<file path="src/rtl/fifo_pkg.sv">
// Shared FIFO defaults: word width, depth and the derived pointer/count widths.
// Latency: n/a (types and constants only).
// Backpressure: n/a.
package fifo_pkg;

    localparam int DATA_WIDTH = 8;
    localparam int DEPTH      = 16;
    localparam int PTR_W      = $clog2(DEPTH);
    localparam int CNT_W      = PTR_W + 1;

    typedef logic [DATA_WIDTH-1:0] fifo_data_t;

endpackage

</file>
<file path="src/rtl/fifo_mem.sv">
// Storage for sync_fifo: register array with one write port and one registered read port.
// Latency: write visible to a read on the next edge; read data appears one edge after re.
// Backpressure: none here; the parent only strobes we/re for accepted requests.
module fifo_mem
    import fifo_pkg::*;
#(
    parameter int DATA_WIDTH = fifo_pkg::DATA_WIDTH,
    parameter int DEPTH      = fifo_pkg::DEPTH,
    localparam int ADDR_W    = $clog2(DEPTH)
) (
    input  logic                  clk,
    input  logic                  rst,
    input  logic                  we,
    input  logic [ADDR_W-1:0]     waddr,
    input  logic [DATA_WIDTH-1:0] wdata,
    input  logic                  re,
    input  logic [ADDR_W-1:0]     raddr,
    output logic [DATA_WIDTH-1:0] rdata
);

    logic [DATA_WIDTH-1:0] mem [DEPTH];

    // Write port: array contents survive reset, the parent's pointers make them unreachable
    always_ff @(posedge clk) begin
        if (we) begin
            mem[waddr] <= wdata;
        end
    end

    // Read port: the output register holds the last word read and clears on reset
    always_ff @(posedge clk) begin
        if (rst) begin
            rdata <= '0;
        end else if (re) begin
            rdata <= mem[raddr];
        end
    end

endmodule

</file>
<file path="src/rtl/sync_fifo.sv">
// Single-clock FIFO (non-FWFT) with registered full/empty/data_out; optional sticky
// overflow/underflow flags under SYNC_FIFO_ERR_FLAGS_EN. Read latency: 1 cycle.
// Backpressure: writes rejected while full, reads rejected while empty; no state change.
module sync_fifo
    import fifo_pkg::*;
#(
    parameter int DATA_WIDTH = fifo_pkg::DATA_WIDTH,
    parameter int DEPTH      = fifo_pkg::DEPTH
) (
    input  logic                  clk,
    input  logic                  rst,
    input  logic                  wr_en,
    input  logic [DATA_WIDTH-1:0] data_in,
    input  logic                  rd_en,
    output logic [DATA_WIDTH-1:0] data_out,
    output logic                  full,
    output logic                  empty
`ifdef SYNC_FIFO_ERR_FLAGS_EN
    ,
    output logic                  overflow,
    output logic                  underflow
`endif
);

    localparam int ADDR_W = $clog2(DEPTH);
    localparam int OCC_W  = ADDR_W + 1;
    localparam logic [OCC_W-1:0] FULL_CNT = OCC_W'(DEPTH);

    logic [ADDR_W-1:0] wr_ptr_q;
    logic [ADDR_W-1:0] rd_ptr_q;
    logic [OCC_W-1:0]  count_q;
    logic [OCC_W-1:0]  count_next;
    logic              full_q;
    logic              empty_q;
    logic              wr_acc;
    logic              rd_acc;

    // Acceptance is decided from the registered flags, so a full FIFO can still
    // take a read and an empty FIFO a write on the same edge
    always_comb begin
        wr_acc     = wr_en && !full_q;
        rd_acc     = rd_en && !empty_q;
        count_next = count_q;
        case ({wr_acc, rd_acc})
            2'b10:   count_next = count_q + OCC_W'(1);
            2'b01:   count_next = count_q - OCC_W'(1);
            default: count_next = count_q;
        endcase
    end

    // Pointers, occupancy and flags; flags are precomputed from next-count so they
    // flip on the same edge the occupancy does
    always_ff @(posedge clk) begin
        if (rst) begin
            wr_ptr_q <= '0;
            rd_ptr_q <= '0;
            count_q  <= '0;
            full_q   <= 1'b0;
            empty_q  <= 1'b1;
        end else begin
            if (wr_acc) begin
                wr_ptr_q <= wr_ptr_q + ADDR_W'(1);
            end
            if (rd_acc) begin
                rd_ptr_q <= rd_ptr_q + ADDR_W'(1);
            end
            count_q <= count_next;
            full_q  <= (count_next == FULL_CNT);
            empty_q <= (count_next == '0);
        end
    end

    fifo_mem #(
        .DATA_WIDTH (DATA_WIDTH),
        .DEPTH      (DEPTH)
    ) u_mem (
        .clk   (clk),
        .rst   (rst),
        .we    (wr_acc && !rst),
        .waddr (wr_ptr_q),
        .wdata (data_in),
        .re    (rd_acc && !rst),
        .raddr (rd_ptr_q),
        .rdata (data_out)
    );

    assign full  = full_q;
    assign empty = empty_q;

`ifdef SYNC_FIFO_ERR_FLAGS_EN
    // Sticky error flags: set by any rejected request, cleared only by reset
    always_ff @(posedge clk) begin
        if (rst) begin
            overflow  <= 1'b0;
            underflow <= 1'b0;
        end else begin
            if (wr_en && full_q) begin
                overflow <= 1'b1;
            end
            if (rd_en && empty_q) begin
                underflow <= 1'b1;
            end
        end
    end
`endif

endmodule
</file>
<file path="config.mk">
export PLATFORM = sky130hd
export DESIGN_NAME = sync_fifo
export DESIGN_NICKNAME = d
export VERILOG_FILES = /design/src/rtl/fifo_pkg.sv /design/src/rtl/fifo_mem.sv /design/src/rtl/sync_fifo.sv
export SDC_FILE = /design/constraint.sdc
export NUM_CORES = 1
export LEC_CHECK = 0
export BUFFER_PORTS_ARGS = -buffer_cell sky130_fd_sc_hd__buf_4
export CAP_MARGIN = 20
export CORE_MARGIN = 10
export CORE_UTILIZATION = 25
export DETAILED_ROUTE_END_ITERATION = 10
export GPL_TIMING_DRIVEN = 0
export SETUP_SLACK_MARGIN = 0.05
export SLEW_MARGIN = 20
export SYNTH_ARGS = -nofsm -noshare
export SYNTH_HDL_FRONTEND = slang
export SYNTH_HIERARCHICAL = 1
export SYNTH_SLANG_ARGS = --single-unit
</file>
<file path="constraint.sdc">
create_clock -name clk -period 7.4 [get_ports clk]
set_input_delay 1.48 -clock clk [delete_from_list [all_inputs] [get_ports clk]]
set_output_delay 1.48 -clock clk [all_outputs]
set_load 0.01 [all_outputs]
</file>
==> flow_metrics.tcl, run 1 <==
set metrics [dict create \
    postCtsHoldBufs 0 \
    clkTransAtPathRegs_ns 0.06 \
    period_minus_slack_ns 3.585 \
    synthMuxAreaShare 0.1096 \
    port_buffers 21 \
    slew_headroom 0.3599 \
    start_util 0.2531 \
    fin_ws_ns 3.815 \
    drt-pass1-iter-count 5 \
    setup_tns_ns 0 \
    core_region_area_um2 24180 \
    synthAdderAreaFrac 0.01022 \
    max_freq_ghz 0.2789 \
    synth-edff-count 128 \
    synth.distinct_cells 38 \
    nFillCells 2394 \
    grt_max_degree 17 \
    dieWidth_um 176.4 \
    die_y_um 176.4 \
    drv_cap 0 \
    hold_class "reg -> reg" \
    antenna_left 0 \
    critPathLaunch "wr_en" \
    syn_to_final_growth_pct 18.38 \
    dieArea_um2 31130 \
    vdd_drop_max_mv 0.1325 \
    syn_area_per_cell_um2 15.18 \
    p_leak_nw 2.277 \
    cp_num_buf_inv 2 \
    place_inst 748 \
    pre_cts_ws_ns 3.359 \
    crit_type "in -> reg" \
    clockRootBuffer "clkbuf_16" \
    maxSlewViolCount 0 \
    grtUsageTotal 0.08513 \
    worst_pin_slew_ns 0.9567 \
    rr_startpoint "full" \
    synth_compound_area_frac 0.05153 \
    overflow 0 \
    rows 57 \
    cp_slowest_cell "nor2_1" \
    hold_viol 0 \
    fin_crit_sh 0.4845 \
    max_stage_delay_ns 0.70 \
    regArea_um2 4304 \
    cts_sinks 151 \
    status "finished clean" \
    yosys.area_share.simple 0.08262 \
    p_per_area_nw_per_um2 259.5 \
    grt_pass1_vias 3379 \
    fin_cells 780 \
    synth_xor_area_frac 0.01431 \
    cts_buffers 17 \
    crit_chain "buf_4, nor2b_1, inv_1, nor2_1, or3b_2, nor2_1" \
    syn_nets 420 \
    ys_ff_latch 151 \
    post_cts_buffers 0 \
    async_reset_ff_frac 0 \
    ys_top_cells_by_area "edfxtp_1, mux2i_1, dfxtp_1" \
    synth_top_family_by_area "multiplexers" \
    syn-cell-area_um2 6118 \
    wl_mm 13.01 \
    worst_path_most_repeated_cell "nor2_1" \
    synth.yosys.seq_area_share 0.7035 \
    yosys_warnings 6 \
    ctsHtreeMaxLevel 4 \
    grt_pass1_wl_mm 19.75 \
    final_nets 460 \
    cts_tree "yes" \
    arrival_ns 3.62 \
    rsz0062_at_grt "false" \
    crit_path_start_kind "input port" \
    vias 3403 \
    setup_viol 0 \
    post_cts_resized 0 \
    cts_buffer_depth 2 \
    finClkSkew_ns 0.01053 \
    drt_iter0_markers 266 \
    drive_above_1_share 0.1601 \
    synth_top_area_share 0.6282 \
    drc 0 \
    syn_inst 403 \
    place_hpwl_mm 8.735 \
    multiInputGateArea_um2 1662 \
    antenna_found_initial 0 \
    synth_area_leader_cell "edfxtp_1" \
    place_congestion 0.7564 \
    min-delay-start "u_mem/rdata[6]" \
    cp.required_ns 7.44 \
    wire_per_inst_um 16.68 \
    synth-main-ff-cell "edfxtp_1" \
    critPathTopFamily "simple AND/OR/NAND/NOR gates" \
    clk_latency_ns 0.41 \
    cp_max_fo 8 \
    worstSetupEndpointType "flop" \
    vias_per_cell 4.363 \
    io_pins 22 \
    diodes 0 \
]
metrics by stage:
stage          total power [W]    util  hold slack (ns)  instance area, µm²
3_5_place_dp          0.001122  0.2772           0.4508                6701
4_1_cts               0.001898  0.2996           0.4651                7243
3_3_place_gp          0.001114  0.2764           0.4465                6681
6_report              0.001879  0.2996           0.4605                7243
2_1_floorplan         0.001063       -           0.4818                6118
5_1_grt               0.001959  0.2996           0.5009                7243
kinds of logic (layout without fill, tap and decap cells):
logic type	Yosys count	in the layout
xor+xnor	10	10
compound gates	46	46
buf+inv	21	74
mux	67	67
flops	151	151
fa+ha+maj	5	5
simple gates	103	103
sequential cells by signal, summed over array words and instances, names as in the netlist:
register	count
full	1
count_q	5
u_mem/rdata	8
wr_ptr_q	4
empty	1
rd_ptr_q	4
u_mem/mem	128
routing by layer:
| layer | vias up | part of all wire | global-route usage | routed length (µm) |
|---|---|---|---|---|
| li1 | 1618 | - | - | - |
| met1 | 1682 | 0.46 | 0.1085 | 5985 |
| met2 | 99 | 0.48 | 0.1338 | 6275 |
| met3 | 4 | 0.051 | 0.02905 | 670 |
| met4 | 0 | 0.0064 | 0.02592 | 83 |
| met5 | - | 0 | 0 | 0 |
worst paths after layout:
path	end	slack [ns]	depth (start not counted)
worst min-delay path	u_mem/rdata[6]	0.46	2
worst max register to register	u_mem/mem[1][3]	4.65	5
worst max-delay path	u_mem/mem[1][3]	3.81	6
worst min register to register	u_mem/rdata[6]	0.46	2
cells in the mapped netlist, drive strengths merged, types with 4 or more instances:
cell type / count
mux2i: 67
xor2: 6
dfxtp: 23
a21oi: 13
nor2b: 7
ha: 5
nand3: 26
a22oi: 24
nor2: 26
edfxtp: 128
inv: 4
buf: 15
nand2: 24
xnor2: 4
nor3: 5
nand3b: 4
layout make-up:
cell class	instances	area share
tap	324	0.05597
inverter	4	0.002073
multi-input combinational	231	0.2294
sequential	151	0.5942
clock inverter	12	0.01313
timing repair buffer	21	0.02177
buffer	17	0.02177
clock buffer	20	0.06167
cells in the final DEF (no fill, tap or decap), drive strengths merged, types with 5 or more instances in the layout:
cell / instances
nor2: 26
mux2i: 67
dfxtp: 23
xor2: 6
nand3: 26
buf: 36
ha: 5
a22oi: 24
clkinvlp: 7
nand2: 24
a21oi: 13
nor2b: 7
inv: 8
clkbuf: 22
nor3: 5
edfxtp: 128
power by group:
group | internal [W] | switching (W)
Sequential | 0.000942 | 0.0000204
Combinational | 0.0000551 | 0.0000868
Clock | 0.000441 | 0.000334
Total | 0.00144 | 0.000441
tightest hold or removal path: cells and delay by family (launching register included):
family	cells	cell delay, ns
and+or+nand+nor	2	0.10
DFF	1	0.33
Note: power is estimated with default switching activity, not from simulation.
==> inputs of run 2 (changes only) <==
==> constraint.sdc (replaced) <==
create_clock -name clk -period 2.9 [get_ports clk]
set_input_delay 0.58 -clock clk [delete_from_list [all_inputs] [get_ports clk]]
set_output_delay 0.58 -clock clk [all_outputs]
set_load 0.01 [all_outputs]
==> run 2 against run 1 <==
Core utilization is essentially flat. Final cell count is the same. Critical path depth grew 4. Critical path type is now reg -> reg.
==> flow_metrics.tcl, run 2 (synthesis results as in run 1) <==
set metrics [dict create \
    largest-register "u_mem/mem" \
    ctsHtreeMaxLevel 4 \
    drv_cap 0 \
    p_int_w 0.003671 \
    grt_max_degree 17 \
    grt_pass1_wl_mm 19.75 \
    max_freq_ghz 0.3918 \
    p_leak_nw 2.278 \
    layout_commonest_cell "edfxtp_1" \
    setup_viol 0 \
    cp_num_buf_inv 1 \
    clkTransAtPathRegs_ns 0.06 \
    cts_buffers 17 \
    antenna_found_initial 0 \
    rrSetupSlack_ns 0.35 \
    rr_worst_depth 10 \
    drt_iter0_markers 266 \
    hold_class "reg -> reg" \
    vdd_drop_max_mv 0.3395 \
    p_sw_w 0.001124 \
    rsz0062_at_grt "false" \
    port_buffers 21 \
    clockPowerShare 0.412 \
    p_per_area_nw_per_um2 661.6 \
    worst_pin_slew_ns 0.9578 \
    start_util 0.2531 \
    overflow 0 \
    crit_path_start_kind "flop" \
    crit_chain "nor2b_1, clkbuf_1, ha_1, xor2_1, ha_1, a21oi_1, o221ai_1, nand3_1, xor2_1, and4bb_1" \
    cts_buffer_depth 2 \
    rr_startpoint "empty" \
    dieArea_um2 31130 \
    period_minus_slack_ns 2.552 \
    reg2reg_to "full" \
    slew_headroom 0.3591 \
    place_congestion 0.7564 \
    arrival_ns 2.85 \
    final_cell_mix "edfxtp_1, mux2i_1, nand3_1, nor2_1" \
    drc 0 \
    clockRootBuffer "clkbuf_16" \
    fin_crit_sh 0.8800 \
    vias 3389 \
    drive_above_1_share 0.1645 \
    dieWidth_um 176.4 \
    crit_type "reg -> reg" \
    largest_register_ffs 128 \
    clk_latency_ns 0.41 \
    cts_tree "yes" \
    core_region_area_um2 24180 \
    hold_depth 2 \
    wl_mm 13.02 \
    critPathTopFamily "adder cells" \
    io_pins 22 \
    seq_power_share 0.512 \
    drt-pass1-iter-count 5 \
    reg_top3 "u_mem/mem (128), u_mem/rdata (8), count_q (5)" \
    place_hpwl_mm 8.735 \
    syn_to_final_growth_pct 18.47 \
    final_util 0.2998 \
    holdPathEnd "u_mem/rdata[6]" \
    grt_pass1_vias 3379 \
    diodes 0 \
    cp_max_fo 7 \
    finClkSkew_ns 0.01245 \
    min-delay-start "u_mem/rdata[6]" \
    cp_slowest_cell "ha_1" \
    wire_per_inst_um 16.69 \
    final_nets 460 \
    maxSlewViolCount 0 \
    setup_tns_ns 0 \
    switching_share 0.2344 \
    die_y_um 176.4 \
    antenna_left 0 \
    status "finished clean" \
    rows 57 \
    cts_sinks 151 \
    pwr-share-comb 0.076 \
    vias_per_cell 4.345 \
    worstSetupEndpointType "flop" \
    hold_viol 0 \
    grtUsageTotal 0.08513 \
    max_stage_delay_ns 0.36 \
    cp.required_ns 3.20 \
]
[run 2: cell types whose count changed in the layout (fill, tap and decap cells not counted)]
cell     previous run  this run
nor2b_2             0         1
nor2b_1             7         6
nor2_1             26        25
nor2_2              0         1
[run 2: routing by layer]
metal,global-route usage,vias up,part of all wire
li1,-,1618,-
met1,0.1085,1681,0.46
met2,0.1338,86,0.49
met3,0.02905,4,0.048
met4,0.02592,0,0.0064
met5,0,-,0
[run 2: per-stage QoR]
stage	total power [W]	setup WS (ns)	cells	hold slack (ns)	instance area (µm²)
6_report	0.004795	0.3480	780	0.4606	7248
5_1_grt	0.004999	0.1684	780	0.4846	7248
4_1_cts	0.004844	0.1209	780	0.4651	7243
3_5_place_dp	0.002863	-0.2409	748	0.4508	6701
3_3_place_gp	0.002844	-0.4866	748	0.4465	6681
2_1_floorplan	0.002714	0.2528	403	0.4818	6118
[run 2: worst max path at each step]
stage	startpoint	endpoint	slack, ns	depth (start not counted)
4_1_cts	full	u_mem/mem[1][4]	0.12	5
5_1_grt	empty	full	0.17	10
2_1_floorplan	wr_en	u_mem/mem[0][0]	0.25	5
6_report	empty	full	0.35	10
3_5_place_dp	wr_en	u_mem/mem[1][2]	-0.24	6
3_3_place_gp	wr_en	u_mem/mem[0][3]	-0.49	6
[run 2: timing repair]
action                     in CTS  in global routing
setup endpoints to repair       0                  9
resized for setup               0                  2
hold buffers                    0                  0
setup buffers                   0                  0
[run 2: power by group through the flow]
stage	Sequential [W]	Clock, W	Combinational, W
after floorplan	0.00249	0	0.000219
after global placement	0.00249	0	0.000350
after global routing	0.00246	0.00214	0.000400
final	0.00246	0.00198	0.000362
after CTS	0.00246	0.00202	0.000364
after detailed placement	0.00250	0	0.000362
[run 2: layout make-up]
| type | count | area [µm²] |
|---|---|---|
| Buffer | 17 | 157.7 |
| Clock buffer | 20 | 446.7 |
| Clock inverter | 12 | 95.09 |
| Fill cell | 2397 | 16930 |
| Inverter | 4 | 15.01 |
| Multi-Input combinational cell | 231 | 1667 |
| Sequential cell | 151 | 4304 |
| Tap cell | 324 | 405.4 |
| Timing Repair Buffer | 21 | 157.7 |
[run 2: worst reg2reg max path: stages (launching register included)]
cell      delay [ns]
dfxtp_1         0.32
nor2b_1         0.10
clkbuf_1        0.32
ha_1            0.37
xor2_1          0.12
ha_1            0.23
a21oi_1         0.22
o221ai_1        0.18
nand3_1         0.12
xor2_1          0.23
and4bb_1        0.24
